--- src/rtl/muldiv_pkg.sv ---
// Shared definitions for the multiply/divide unit: op encodings, FSM states,
// iteration count and a conditional two's-complement helper.
`default_nettype none

package muldiv_pkg;

  typedef enum logic [1:0] {
    OP_MULT  = 2'd0,
    OP_MULTU = 2'd1,
    OP_DIV   = 2'd2,
    OP_DIVU  = 2'd3
  } op_e;

  typedef enum logic [1:0] {
    S_IDLE   = 2'd0,
    S_RUN    = 2'd1,
    S_FINISH = 2'd2
  } state_e;

  localparam int STEPS = 32;
  localparam int CNT_W = 5;

  function automatic logic [31:0] cond_neg32(input logic neg, input logic [31:0] v);
    return neg ? (~v + 32'd1) : v;
  endfunction

endpackage

`default_nettype wire

--- src/rtl/muldiv_step.sv ---
// One iteration over the 64-bit accumulator: shift-add for multiply,
// restoring shift-subtract for divide.
`default_nettype none

module muldiv_step #(
  parameter int XLEN = 32
) (
  input  logic                is_div_i,
  input  logic [2*XLEN-1:0]   acc_i,
  input  logic [XLEN-1:0]     operand_i,
  output logic [2*XLEN-1:0]   acc_o
);

  logic [XLEN:0]   sum;
  logic [XLEN:0]   rem_sh;
  logic [XLEN-1:0] rem_new;
  logic            ge;

  always_comb begin
    // Multiply: {HI,LO} holds partial product on top and remaining multiplier bits below.
    sum     = {1'b0, acc_i[2*XLEN-1:XLEN]} + (acc_i[0] ? {1'b0, operand_i} : '0);
    rem_sh  = acc_i[2*XLEN-1:XLEN-1];
    ge      = (rem_sh >= {1'b0, operand_i});
    rem_new = rem_sh[XLEN-1:0] - operand_i;
    if (!is_div_i) begin
      acc_o = {sum, acc_i[XLEN-1:1]};
    end else if (ge) begin
      acc_o = {rem_new, acc_i[XLEN-2:0], 1'b1};
    end else begin
      acc_o = {rem_sh[XLEN-1:0], acc_i[XLEN-2:0], 1'b0};
    end
  end

endmodule

`default_nettype wire

--- src/rtl/muldiv_ctrl.sv ---
// Iterative MULT/MULTU/DIV/DIVU controller with architectural HI/LO registers,
// 33-cycle latency and pipeline stall generation.
`default_nettype none

module muldiv_ctrl
  import muldiv_pkg::*;
#(
  parameter int XLEN = 32
) (
  input  logic            CLK,
  input  logic            RST,
  input  logic            start,
  input  logic [1:0]      op,
  input  logic [XLEN-1:0] opA,
  input  logic [XLEN-1:0] opB,
  input  logic            mthi,
  input  logic            mtlo,
  input  logic [XLEN-1:0] wdata,
  input  logic            mf_req,
  output logic [XLEN-1:0] hi,
  output logic [XLEN-1:0] lo,
  output logic            busy,
  output logic            done,
  output logic            stall
);

  state_e                state_q;
  logic [CNT_W-1:0]      cnt_q;
  logic [2*XLEN-1:0]     acc_q;
  logic [2*XLEN-1:0]     acc_d;
  logic [XLEN-1:0]       operand_q;
  logic                  is_div_q;
  logic                  neg_quo_q;
  logic                  neg_rem_q;
  logic                  div0_q;
  logic [XLEN-1:0]       hi_q;
  logic [XLEN-1:0]       lo_q;
  logic                  busy_q;
  logic                  done_q;

  logic                  op_signed;
  logic                  sign_a;
  logic                  sign_b;
  logic [XLEN-1:0]       mag_a;
  logic [XLEN-1:0]       mag_b;
  logic [2*XLEN-1:0]     prod_fix;

  always_comb begin
    op_signed = (op == OP_MULT) || (op == OP_DIV);
    sign_a    = op_signed & opA[XLEN-1];
    sign_b    = op_signed & opB[XLEN-1];
    mag_a     = cond_neg32(sign_a, opA);
    mag_b     = cond_neg32(sign_b, opB);
    prod_fix  = neg_quo_q ? (~acc_q + 64'd1) : acc_q;
  end

  muldiv_step #(.XLEN(XLEN)) u_step (
    .is_div_i  (is_div_q),
    .acc_i     (acc_q),
    .operand_i (operand_q),
    .acc_o     (acc_d)
  );

  always_ff @(posedge CLK or negedge RST) begin
    if (!RST) begin
      state_q   <= S_IDLE;
      cnt_q     <= '0;
      acc_q     <= '0;
      operand_q <= '0;
      is_div_q  <= 1'b0;
      neg_quo_q <= 1'b0;
      neg_rem_q <= 1'b0;
      div0_q    <= 1'b0;
      hi_q      <= '0;
      lo_q      <= '0;
      busy_q    <= 1'b0;
      done_q    <= 1'b0;
    end else begin
      done_q <= 1'b0;
      case (state_q)
        S_IDLE: begin
          if (start) begin
            state_q   <= S_RUN;
            cnt_q     <= '0;
            busy_q    <= 1'b1;
            is_div_q  <= op[1];
            neg_quo_q <= sign_a ^ sign_b;
            neg_rem_q <= sign_a;
            div0_q    <= (opB == '0);
            // Divide keeps the dividend in LO; multiply keeps the multiplier there.
            acc_q     <= op[1] ? {{XLEN{1'b0}}, mag_a} : {{XLEN{1'b0}}, mag_b};
            operand_q <= op[1] ? mag_b : mag_a;
          end else begin
            if (mthi) hi_q <= wdata;
            if (mtlo) lo_q <= wdata;
          end
        end
        S_RUN: begin
          acc_q <= acc_d;
          cnt_q <= cnt_q + 1'b1;
          if (cnt_q == CNT_W'(STEPS - 1)) state_q <= S_FINISH;
        end
        S_FINISH: begin
          if (is_div_q) begin
            lo_q <= div0_q ? '1 : cond_neg32(neg_quo_q, acc_q[XLEN-1:0]);
            hi_q <= cond_neg32(neg_rem_q, acc_q[2*XLEN-1:XLEN]);
          end else begin
            hi_q <= prod_fix[2*XLEN-1:XLEN];
            lo_q <= prod_fix[XLEN-1:0];
          end
          done_q  <= 1'b1;
          busy_q  <= 1'b0;
          state_q <= S_IDLE;
        end
        default: state_q <= S_IDLE;
      endcase
    end
  end

  assign hi    = hi_q;
  assign lo    = lo_q;
  assign busy  = busy_q;
  assign done  = done_q;
  assign stall = busy_q & (mf_req | start | mthi | mtlo);

endmodule

`default_nettype wire

--- config.mk ---
export PLATFORM = sky130hd
export DESIGN_NAME = muldiv_ctrl
export DESIGN_NICKNAME = d
export VERILOG_FILES = /design/src/rtl/muldiv_pkg.sv /design/src/rtl/muldiv_step.sv /design/src/rtl/muldiv_ctrl.sv
export SDC_FILE = /design/constraint.sdc
export NUM_CORES = 1
export LEC_CHECK = 0
export ABC_AREA = 0
export BUFFER_PORTS_ARGS = -buffer_cell sky130_fd_sc_hd__clkbuf_2
export CAP_MARGIN = 5
export CORE_UTILIZATION = 25
export DETAILED_ROUTE_END_ITERATION = 6
export GPL_ROUTABILITY_DRIVEN = 0
export GPL_TIMING_DRIVEN = 0
export MAX_ROUTING_LAYER = met4
export PLACE_DENSITY = 0.44
export SLEW_MARGIN = 20
export SYNTH_ARGS = -nofsm -noshare
export SYNTH_HDL_FRONTEND = slang
export SYNTH_SLANG_ARGS = --single-unit
--- constraint.sdc ---
create_clock -name CLK -period 7.54 [get_ports CLK]
set_input_delay 2.262 -clock CLK [delete_from_list [all_inputs] [get_ports CLK]]
set_output_delay 2.262 -clock CLK [all_outputs]
set_load 0.1 [all_outputs]
==> results.yml <==
synthesis:
  yosysWarnings: 0
  synthMuxAreaShare: 0.04324
  syn_inst: 1915
  synth_edf_count: 0
  synthSimpleGateAreaFrac: 0.1866
  ys_ff_latch: 173
  synthArstFlopShare: 1.000
  seq_area_frac_synth: 0.2911
  synth_xor_xnor_area_share: 0.1007
  synth-compound-area-share: 0.2678
  synth_fa_ha_area_frac: 0.06158
  synthFlopType: "dfrtp_1"
  postSynthAreaPerCell_um2: 7.767
  synth.distinct_cells: 70
  synthesis.nets: 2091
  synth_top_family_by_area: "compound AO/OA/AOI/OAI gates"
  synth.cell_area_mm2: 0.01487
sta:
  post-route-period-util: 0.7166
  setup_viol: 0
  worstMarginPinSlew_ns: 1.152
  maxSlewHeadroom: 0.2220
  max_clock_freq_mhz: 185.1
  setup_tns_ns: 0
  rsz0062_at_grt: "no"
  fin_skew_ns: 0.01749
  period_needed_ns: 5.403
  hold_viol: 0
  finalMaxSlewViolations: 0
flow_run:
  maxCapViolCount: 0
global_route:
  grt_pass1_vias: 14781
  grt_pass1_wl_um: 95570
  grt_start_max_net_pins: 86
  track_usage: 0.2166
  grt_busiest_layer: "met2"
  use_met3: 0.02488
  use_met1: 0.3010
  met2_usage: 0.3313
  antenna_found_initial: 0
  grt_remaining_overflow: 0
placed_design:
  place_inst: 2859
  dp_hpwl_um: 51890
  portBuffers: 169
cts:
  clk_path_buf_depth: 2
  cts_setup_buffers: 0
  htreeDepth: 4
  cts-resized-gates: 0
  ctsHoldBuffers: 0
  clock-sinks: 173
  clk_latency_ns: 0.48
  cts_tree: "yes"
  path_clk_slew_ns: 0.07
  clock-root-buffer: "clkbuf_16"
  cts_made_buffers: 17
min_path:
  hold_path_class: "flop to flop"
  worst_hold_startpoint: "lo[26]"
cells_and_area:
  stdcell_count: 2890
  synthToLayoutAreaGrowth_pct: 16.60
  nFillCells: 6445
  antenna_cells: 0
  nets: 2281
  fin_util: 0.2944
  mostFrequentLayoutCells: "nand2_1 (215), o21ai_0 (193), dfrtp_1 (173), clkbuf_2 (168), a21oi_1 (161)"
  mostFrequentLayoutCell: "nand2_1"
  drive_above_1_share: 0.1068
drt:
  route.detailed.drc: 0
  postRouteAntennaNets: 0
  wl_per_cell_um: 22.31
  drt_iter0_markers: 1550
  avgViaCountPerCell: 5.397
  first_pass_iters: 5
  num_vias: 15596
  wl_um: 64470
setup_path:
  critPathLaunch: "start"
  rr_worst_depth: 15
  worst_path_max_delay_cell: "clkbuf_2"
  path_cells: "clkbuf_2, nor4_1, nor2_1, clkbuf_2"
  rr_startpoint: "acc_q[31]"
  required_ns: 5.28
  criticalPathCategory: "input port to output pin"
  end_kind: "output pin"
  startpoint_type: "input port"
  path_max_fanout: 5
  arrival_ns: 3.14
  rrSetupSlack_ns: 2.83
  crit_end: "stall"
  r2r_end: "acc_q[0]"
  crit_top_cell: "clkbuf_2"
  crit_path_max_incr_delay_ns: 0.37
floorplan:
  die_area_mm2: 0.06047
  rows: 89
  initial_core_util: 0.2525
  io_pins: 171
  die-height_um: 245.9
  die_w_um: 245.9
  core_mm2: 0.05891
run_status:
  status: "finished clean"
## worst min-delay path by stage
stage                   endpoint  depth (start not counted)
finish                    lo[26]                          2
global route               lo[6]                          2
CTS                       lo[26]                          2
detailed placement  operand_q[5]                          1
global placement    operand_q[5]                          1
floorplan                 div0_q                          2
## registers in the layout, indices dropped and copies added (netlist names)
register,flops
hi,32
neg_rem_q,1
lo,32
state_q,2
operand_q,32
cnt_q,5
neg_quo_q,1
div0_q,1
is_div_q,1
done,1
acc_q,64
busy,1
## cells in the mapped netlist, types with 21 or more instances
cell	count	area, um^2
xnor2_1	98	858.3
o31ai_1	23	172.7
ha_1	70	875.8
nand2_1	215	807.0
nand2b_1	24	150.1
nand3_1	35	175.2
clkbuf_1	112	420.4
nor2_1	156	585.6
a22oi_1	25	187.7
mux2i_1	62	620.6
a21oi_1	161	805.8
a211oi_1	53	397.9
o21ai_0	193	965.9
a21o_1	34	255.2
dfrtp_1	173	4329
inv_1	63	236.5
o22ai_1	36	225.2
xor2_1	73	639.4
or3_1	21	131.4
o211ai_1	29	217.7
nor3_1	38	190.2
## cell type report
type,count,area [um^2],share of cell area
plain buffers,130,493.0,0.02843
multi-input cells,1549,9814,0.5659
clock inverters,12,148.9,0.008586
inverters,63,236.5,0.01364
well taps,773,967.2,0.05577
flip-flops and latches,173,4329,0.2496
repair buffers,171,909.6,0.05245
clock buffers,19,442.9,0.02554
## logic make-up (layout without fill, tap and decap cells)
group,Yosys count,count (layout)
AOI/OAI and AO/OA,646,646
xor gates and xnor gates,171,171
adders and majority gates,72,72
buffers and inverters,193,395
DFF,173,173
muxes,64,64
and+or+nand+nor,596,596
## routing by layer
layer | part of all wire | wire length (um)
met1 | 0.48 | 31000
met5 | 0 | 0
met2 | 0.45 | 28950
met4 | 0.017 | 1092
met3 | 0.053 | 3425
## per-stage QoR
stage          hold WS (ns)  setup slack [ns]  instance area (um^2)
2_1_floorplan        0.4436             1.725                 14870
3_5_place_dp         0.4712             1.734                 16750
3_3_place_gp         0.4669            0.5287                 16690
6_report             0.4811             2.137                 17340
4_1_cts              0.4885             2.139                 17340
5_1_grt              0.4989             1.886                 17340
## worst max-delay path: cells and delay by family
kind	cells	cell delay (ns)
simple gates	2	0.35
buf+inv	2	0.53
Power is not shown: default switching activity piles up to over one toggle a cycle in this logic, so the estimate is an artifact.
